[src/rtl/uart_tx_param.sv]
// uart_tx_param: bit-rate-clocked UART transmitter with input FIFO, optional parity and 1/2 stop bits.
// Define UART_TX_BREAK_EN to add a tx_break input that holds the idle line low.
module uart_tx_param #(
    parameter int DATA_WIDTH  = 8,
    parameter int FIFO_DEPTH  = 16,
    parameter int PARITY_MODE = 0,
    parameter int STOP_BITS   = 1
) (
    input  logic                          uart_clk,
    input  logic                          rst_n,
    input  logic                          tx_valid,
    input  logic [DATA_WIDTH-1:0]         tx_data,
`ifdef UART_TX_BREAK_EN
    input  logic                          tx_break,
`endif
    output logic                          tx_ready,
    output logic                          tx_out,
    output logic                          tx_busy,
    output logic                          tx_done,
    output logic [$clog2(FIFO_DEPTH):0]   fifo_count
);
    localparam int AW    = $clog2(FIFO_DEPTH);
    localparam int CNT_W = AW + 1;
    localparam int MAXB  = DATA_WIDTH > STOP_BITS ? DATA_WIDTH : STOP_BITS;
    localparam int CW    = $clog2(MAXB);
    localparam bit PAR_EN  = PARITY_MODE == 1 || PARITY_MODE == 2;
    localparam bit PAR_ODD = PARITY_MODE == 2;

    typedef enum logic [2:0] {IDLE, START, DATA, PARITY, STOP} state_t;

    state_t                state;
    logic [DATA_WIDTH-1:0] mem [FIFO_DEPTH];
    logic [AW-1:0]         wr_ptr;
    logic [AW-1:0]         rd_ptr;
    logic [DATA_WIDTH-1:0] shreg;
    logic                  par_bit;
    logic [CW-1:0]         bit_cnt;
    logic                  brk;
    logic                  brk_q;
    logic                  push;
    logic                  pop;
    logic                  empty;
    logic                  last_stop;

`ifdef UART_TX_BREAK_EN
    assign brk = tx_break;
`else
    assign brk = 1'b0;
`endif

    assign tx_ready  = fifo_count < CNT_W'(FIFO_DEPTH);
    assign empty     = fifo_count == '0;
    assign push      = tx_valid && tx_ready;
    assign last_stop = state == STOP && bit_cnt == CW'(STOP_BITS - 1);
    // brk_q forces one high idle cycle after a break before the next start bit
    assign pop       = !empty && !brk && !brk_q && (state == IDLE || last_stop);

    always_ff @(posedge uart_clk) begin
        if (push) mem[wr_ptr] <= tx_data;
    end

    always_ff @(posedge uart_clk or negedge rst_n) begin
        if (!rst_n) begin
            wr_ptr     <= '0;
            rd_ptr     <= '0;
            fifo_count <= '0;
        end else begin
            if (push) wr_ptr <= wr_ptr + 1'b1;
            if (pop) rd_ptr <= rd_ptr + 1'b1;
            fifo_count <= fifo_count + CNT_W'(push) - CNT_W'(pop);
        end
    end

    always_ff @(posedge uart_clk or negedge rst_n) begin
        if (!rst_n) begin
            state   <= IDLE;
            shreg   <= '0;
            par_bit <= 1'b0;
            bit_cnt <= '0;
            brk_q   <= 1'b0;
            tx_out  <= 1'b1;
            tx_busy <= 1'b0;
            tx_done <= 1'b0;
        end else begin
            tx_done <= 1'b0;
            if (pop) begin
                state   <= START;
                shreg   <= mem[rd_ptr];
                par_bit <= ^mem[rd_ptr] ^ PAR_ODD;
                bit_cnt <= '0;
                tx_out  <= 1'b0;
                tx_busy <= 1'b1;
            end else begin
                case (state)
                    IDLE: begin
                        tx_out <= !brk;
                        brk_q  <= brk;
                    end
                    START: begin
                        state   <= DATA;
                        tx_out  <= shreg[0];
                        shreg   <= shreg >> 1;
                        bit_cnt <= '0;
                    end
                    DATA: begin
                        if (bit_cnt == CW'(DATA_WIDTH - 1)) begin
                            state   <= PAR_EN ? PARITY : STOP;
                            tx_out  <= PAR_EN ? par_bit : 1'b1;
                            bit_cnt <= '0;
                            tx_done <= !PAR_EN && STOP_BITS == 1;
                        end else begin
                            tx_out  <= shreg[0];
                            shreg   <= shreg >> 1;
                            bit_cnt <= bit_cnt + 1'b1;
                        end
                    end
                    PARITY: begin
                        state   <= STOP;
                        tx_out  <= 1'b1;
                        bit_cnt <= '0;
                        tx_done <= STOP_BITS == 1;
                    end
                    STOP: begin
                        if (last_stop) begin
                            state   <= IDLE;
                            tx_busy <= 1'b0;
                            tx_out  <= !brk;
                            brk_q   <= brk;
                        end else begin
                            bit_cnt <= bit_cnt + 1'b1;
                            tx_done <= bit_cnt == CW'(STOP_BITS - 2);
                        end
                    end
                    default: state <= IDLE;
                endcase
            end
        end
    end
endmodule
[config.mk]
export PLATFORM = sky130hd
export DESIGN_NAME = uart_tx_param
export DESIGN_NICKNAME = d
export VERILOG_FILES = /design/src/rtl/uart_tx_param.sv
export SDC_FILE = /design/constraint.sdc
export NUM_CORES = 1
export LEC_CHECK = 0
export CORE_ASPECT_RATIO = 0.6
export CORE_UTILIZATION = 60
export CTS_CLUSTER_DIAMETER = 200
export DETAILED_ROUTE_END_ITERATION = 8
export DONT_BUFFER_PORTS = 1
export MAX_ROUTING_LAYER = met4
export PLACE_DENSITY_LB_ADDON = 0.25
export SYNTH_ARGS = -nofsm -noshare
export SYNTH_HDL_FRONTEND = slang
export SYNTH_SLANG_ARGS = --single-unit
[constraint.sdc]
create_clock -name uart_clk -period 3.6 [get_ports uart_clk]
set_input_delay 0.54 -clock uart_clk [delete_from_list [all_inputs] [get_ports uart_clk]]
set_output_delay 0.54 -clock uart_clk [all_outputs]
set_load 0.01 [all_outputs]
Word-level counts from Yosys, hierarchy flattened. Memories as Yosys holds them, arrays and structs flattened. Index checks and enable logic that the tools add are counted.

Bitwise gates (word level): 1. Mux-type cells: 25. Equality and inequality tests: 11. Magnitude comparators: 1. Reductions and logical operators: 24. Add/sub/neg operators: 5.

Operators by type and width (count): $mux W3 (6); $mux W8 (2); $pmux W8 S2 (1); $pmux W3 S5 (1); $ne A3 B3 Y1 const B (4); $mux W1 (11); $pmux W3 S3 (1); $add A4 B1 Y4 const B (2); $reduce_and A2 Y1 (4); $eq A3 B2 Y1 const B (2); $eq A3 B3 Y1 const B (2); $logic_not A3 Y1 (2); $reduce_and A3 Y1 (2); $reduce_bool A2 Y1 (3); $add A5 B1 Y5 (1); $logic_not A5 Y1 (1); $lt A5 B5 Y1 const B (1); $reduce_bool A5 Y1 (1); $sub A5 B1 Y5 (1); $logic_and A1 B1 Y1 (4); $ne A2 B2 Y1 const B (2); $pmux W1 S4 (1); $reduce_bool A4 Y1 (1); $reduce_or A2 Y1 (2); 8 further kinds (9).

Register bits after elaboration: 31. Memories kept: 1. Input bits: 11. Memory bits (writable): 128.

Memory list: mem (depth 16, bits a word 8, rd ports 1, clocked after Yosys merged registers in 0, wr ports 1, line 32) `logic [DATA_WIDTH-1:0] mem [FIFO_DEPTH];`.

Longest topological paths before layout.
Depth after elaboration: 6. Gate-level depth with buffers: 15. Mapped depth without buffers: 13.

Least setup slack after synthesis. OpenSTA, ideal clock, no wires.

Kind: reg2reg. From: register fifo_count[2]. To: register fifo_count[4]. Cell stages (with the launch flop): 16. Period minus slack after synthesis: 2.843 ns. Data required time: 3.520 ns. Path slack: 0.757 ns. Data arrival time: 2.763 ns. Cells stage by stage: dfrtp_1 -> inv_1 -> ha_1 -> nor4b_2 -> a2111oi_2 -> buf_4 -> buf_6 -> ha_1 -> inv_1 -> ha_1 -> inv_1 -> fa_1 -> inv_1 -> a21oi_1 -> o21bai_1 -> xnor2_1.

Word-level cells in the longest chain between the ends: 5. Elaborated cells between the ends (all ways): 8. Those cells by class: add/sub: 2; order compare: 1; reduce/logical: 5.

Ends and longest elaborated chain: start, declared (line 20) `output logic [$clog2(FIFO_DEPTH):0] fifo_count`; start signal, assigned (line 70) `fifo_count <= fifo_count + CNT_W'(push) - CNT_W'(pop);`; $logic_not A5 Y1 (line 52) `assign empty = fifo_count == '0;`; $logic_not A1 Y1 (line 56) `assign pop = !empty && !brk && !brk_q && (state == IDLE || last_stop);`; $logic_and A1 B1 Y1 (2 in a row) (line 56); named net pop (line 41) `logic pop;`; $sub A5 B1 Y5 (line 70).

The timed path passes the listed nets, and every way through them passes these cells. A chain may end at the register's enable or synchronous reset.

Final worst setup path.
From: register fifo_count[3]. To: register fifo_count[4].

Word-level cells in the longest chain between the ends: 5. Elaborated cells between the ends (all ways): 8. Those cells by class: add/sub: 2; order compare: 1; reduce/logical: 5.

Ends and longest elaborated chain (line): branches (longest 4 deep; another with $lt A5 B5 Y1); $sub A5 B1 Y5 * (70).

Every way passes the cells marked *.

==> impl_metrics.toml <==
[outcome]
outcome = "complete, no violations"

[cts]
cts_tree = "built"
clock_latency_ps = 430
cts.reportedPaths.clkPinSlew_ps = 70
cts.sinks = 158
cts_max_level = 4
cts_setup_buffers = 0
root_buffer = "clkbuf_16"
hold_buffers = 2
cts_buffers = 17
clk_path_buf_depth = 2
cts_resized = 0

[final_layout]
drive_gt1_share_pct = 15.3
area_growth_pct = 11.4
final_core_util_pct = 69.6
stdcell_count = 563
layout.nets = 437
diodes = 0

[timing]
fin_ws_ps = 848
skew_ps = 10.0
tightestPinTransition_ps = 973
fin_hold_ws_ps = 205
setup_viol = 0
report.final.slew_viol_count = 0
fmax_mhz = 363
final_hold_viol_count = 0
setup_tns_ps = 0
period_share_pct = 76.4
relSlewSlack_pct = 35.2
fin_crit_ps = 2750
rsz0062_at_grt = "no"

[synthesis]
yosysWarnings = 0
syn-num-nets = 432
yosysSeqAreaShare_pct = 68.7
synth_edf_count = 128
synth_top_area_share_pct = 57.5
ys_ff_latch = 158
syn-mean-instance-area_um2 = 16.5
async_flop_share_pct = 19.0
synth_area_leader_cell = "edfxtp_1"
synthTopCellsByArea = "edfxtp_1 (57%), dfrtp_1 (11%), mux2i_1 (7.0%), mux4_2 (4.7%), ha_1 (2.6%)"
yosys_most_used_dff = "edfxtp_1"
syn_area_um2 = 6690
syn-instance-count = 406
ys_types = 50

[floorplan]
rows = 29
fp.dieH_um = 83.8
fp.coreArea_um2 = 10700
initial_core_util_pct = 62.5
io_pins = 20
die_area_um2 = 11600
die_x_um = 138

[grt]
grt_max_degree = 32
grt_pass1_wl_um = 20600
grt.total_usage_pct = 26.0
globalRouteOverflowTotal = 0
grt_pass1_vias = 3563
antenna_found_initial = 0

[placed_design]
post-place-cells = 529
dpl.hpwl_um = 8500
gp_congestion = 0.810
dp_slack_ps = 839
portBuffers = 0

[setup_path]
endpoint_kind = "register"
start_kind = "register"
worstPathMaxFanout = 4
cp.required_ps = 3940
r2r_slack_ps = 850
reg2regPathDepth = 13
crit_type = "reg -> reg"
crit_arrival_ps = 3090

[power]
peakVddDrop_mv = 0.498
power_leakage_nw = 2.69
p_per_area_nw_per_um2 = 850

[drt]
vias = 3524
drt_iter0_markers = 368
routed_wl_um = 13100
ant_nets = 0
drc = 0
drt-pass1-iter-count = 5
wire_per_inst_um = 23.3
viasPerCell = 6.26

[min_path]
min_path_type = "in -> reg"
min_path_cells = 0

[flow_run]
cap_viol_max_count = 0
-- power by group --
group          internal (mW)  total [mW]  switching (mW)  leakage [nW]
clock                   1.17        1.92           0.748         0.301
combinational          0.858        1.76           0.901         0.874
sequential              2.24        2.66           0.413          1.51
-- path summary, 6_finish.rpt --
check | startpoint | to
worst max-delay path | fifo_count[3] | fifo_count[4]
worst min-delay path | tx_data[1] | mem[12][1]
worst max register to register | fifo_count[3] | fifo_count[4]
worst min register to register | wr_ptr[3] | wr_ptr[3]
max in group asynchronous | rst_n | tx_out
min in group asynchronous | rst_n | wr_ptr[2]
-- critical path, cell delays in order (launching register included) --
cell	delay (ps)
dfrtp_1	440
inv_1	90
ha_1	180
nor4b_2	190
a2111oi_4	390
ha_1	300
inv_1	60
ha_1	150
inv_1	50
fa_1	410
inv_1	70
a21oi_1	60
o21bai_1	150
xnor2_1	150
-- state kept, by name, indices dropped and copies added, names as in the netlist --
signal      cells
fifo_count      5
wr_ptr          4
mem           128
rd_ptr          4
tx_busy         1
tx_done         1
state           3
bit_cnt         3
tx_out          1
shreg           8
-- logic make-up (layout without fill, tap and decap cells) --
kind of cell             Yosys count  after routing  synth area share, %
adder cells (fa/ha/maj)           15             15                 2.92
multiplexers                      63             63                 12.1
AO/OA/AOI/OAI                     52             52                 5.82
AND/OR/NAND/NOR                   71             71                 6.40
XOR/XNOR                          10             10                 1.31
flip-flops                       158            158                 68.7
buffers and inverters             37             55                 2.77
-- metal layers --
| layer | wire length [um] | track usage (%) |
|---|---|---|
| met1 | 6480 | 39.2 |
| met2 | 5650 | 33.8 |
| met3 | 757 | 6.43 |
| met4 | 238 | 10.6 |
| met5 | 0 | - |
-- stage by stage --
step,total power [mW],area [um2]
3_5_place_dp,4.44,6790
5_1_grt,6.67,7450
4_1_cts,6.37,7450
6_report,6.33,7450
2_1_floorplan,4.03,6690
3_3_place_gp,4.37,6790
-- cell usage after synthesis, types with 7 or more instances --
library cell  count
a21oi_1           7
mux2i_1          47
mux4_2           14
and2_1           16
buf_4             7
inv_1            17
dfrtp_1          29
nand3_1           8
nor2_1            9
a22oi_1          14
edfxtp_1        128
nand2_1          10
xnor2_1           7
ha_1             14
-- cells in the final DEF (no fill, tap or decap), types with 6 or more instances in the layout --
master,synthesis,routed
mux2i_1,47,47
nand3_1,8,8
xnor2_1,7,7
a22oi_1,14,14
inv_1,17,17
clkbuf_16,0,17
o21ai_0,6,6
ha_1,14,14
dfrtp_1,29,28
nor2_1,9,9
a21oi_1,7,7
edfxtp_1,128,128
mux4_2,14,14
and2_1,16,16
nand2_1,10,10
-- layout make-up --
type	count	area [um2]
multi-input cells	211	1920
inverters	17	63.8
fillers	689	3250
flip-flops and latches	158	4600
well taps	139	174
clock buffers	17	425
clock inverters	15	209
repair buffers	6	60.1
Note: power is estimated with default switching activity, not from simulation.
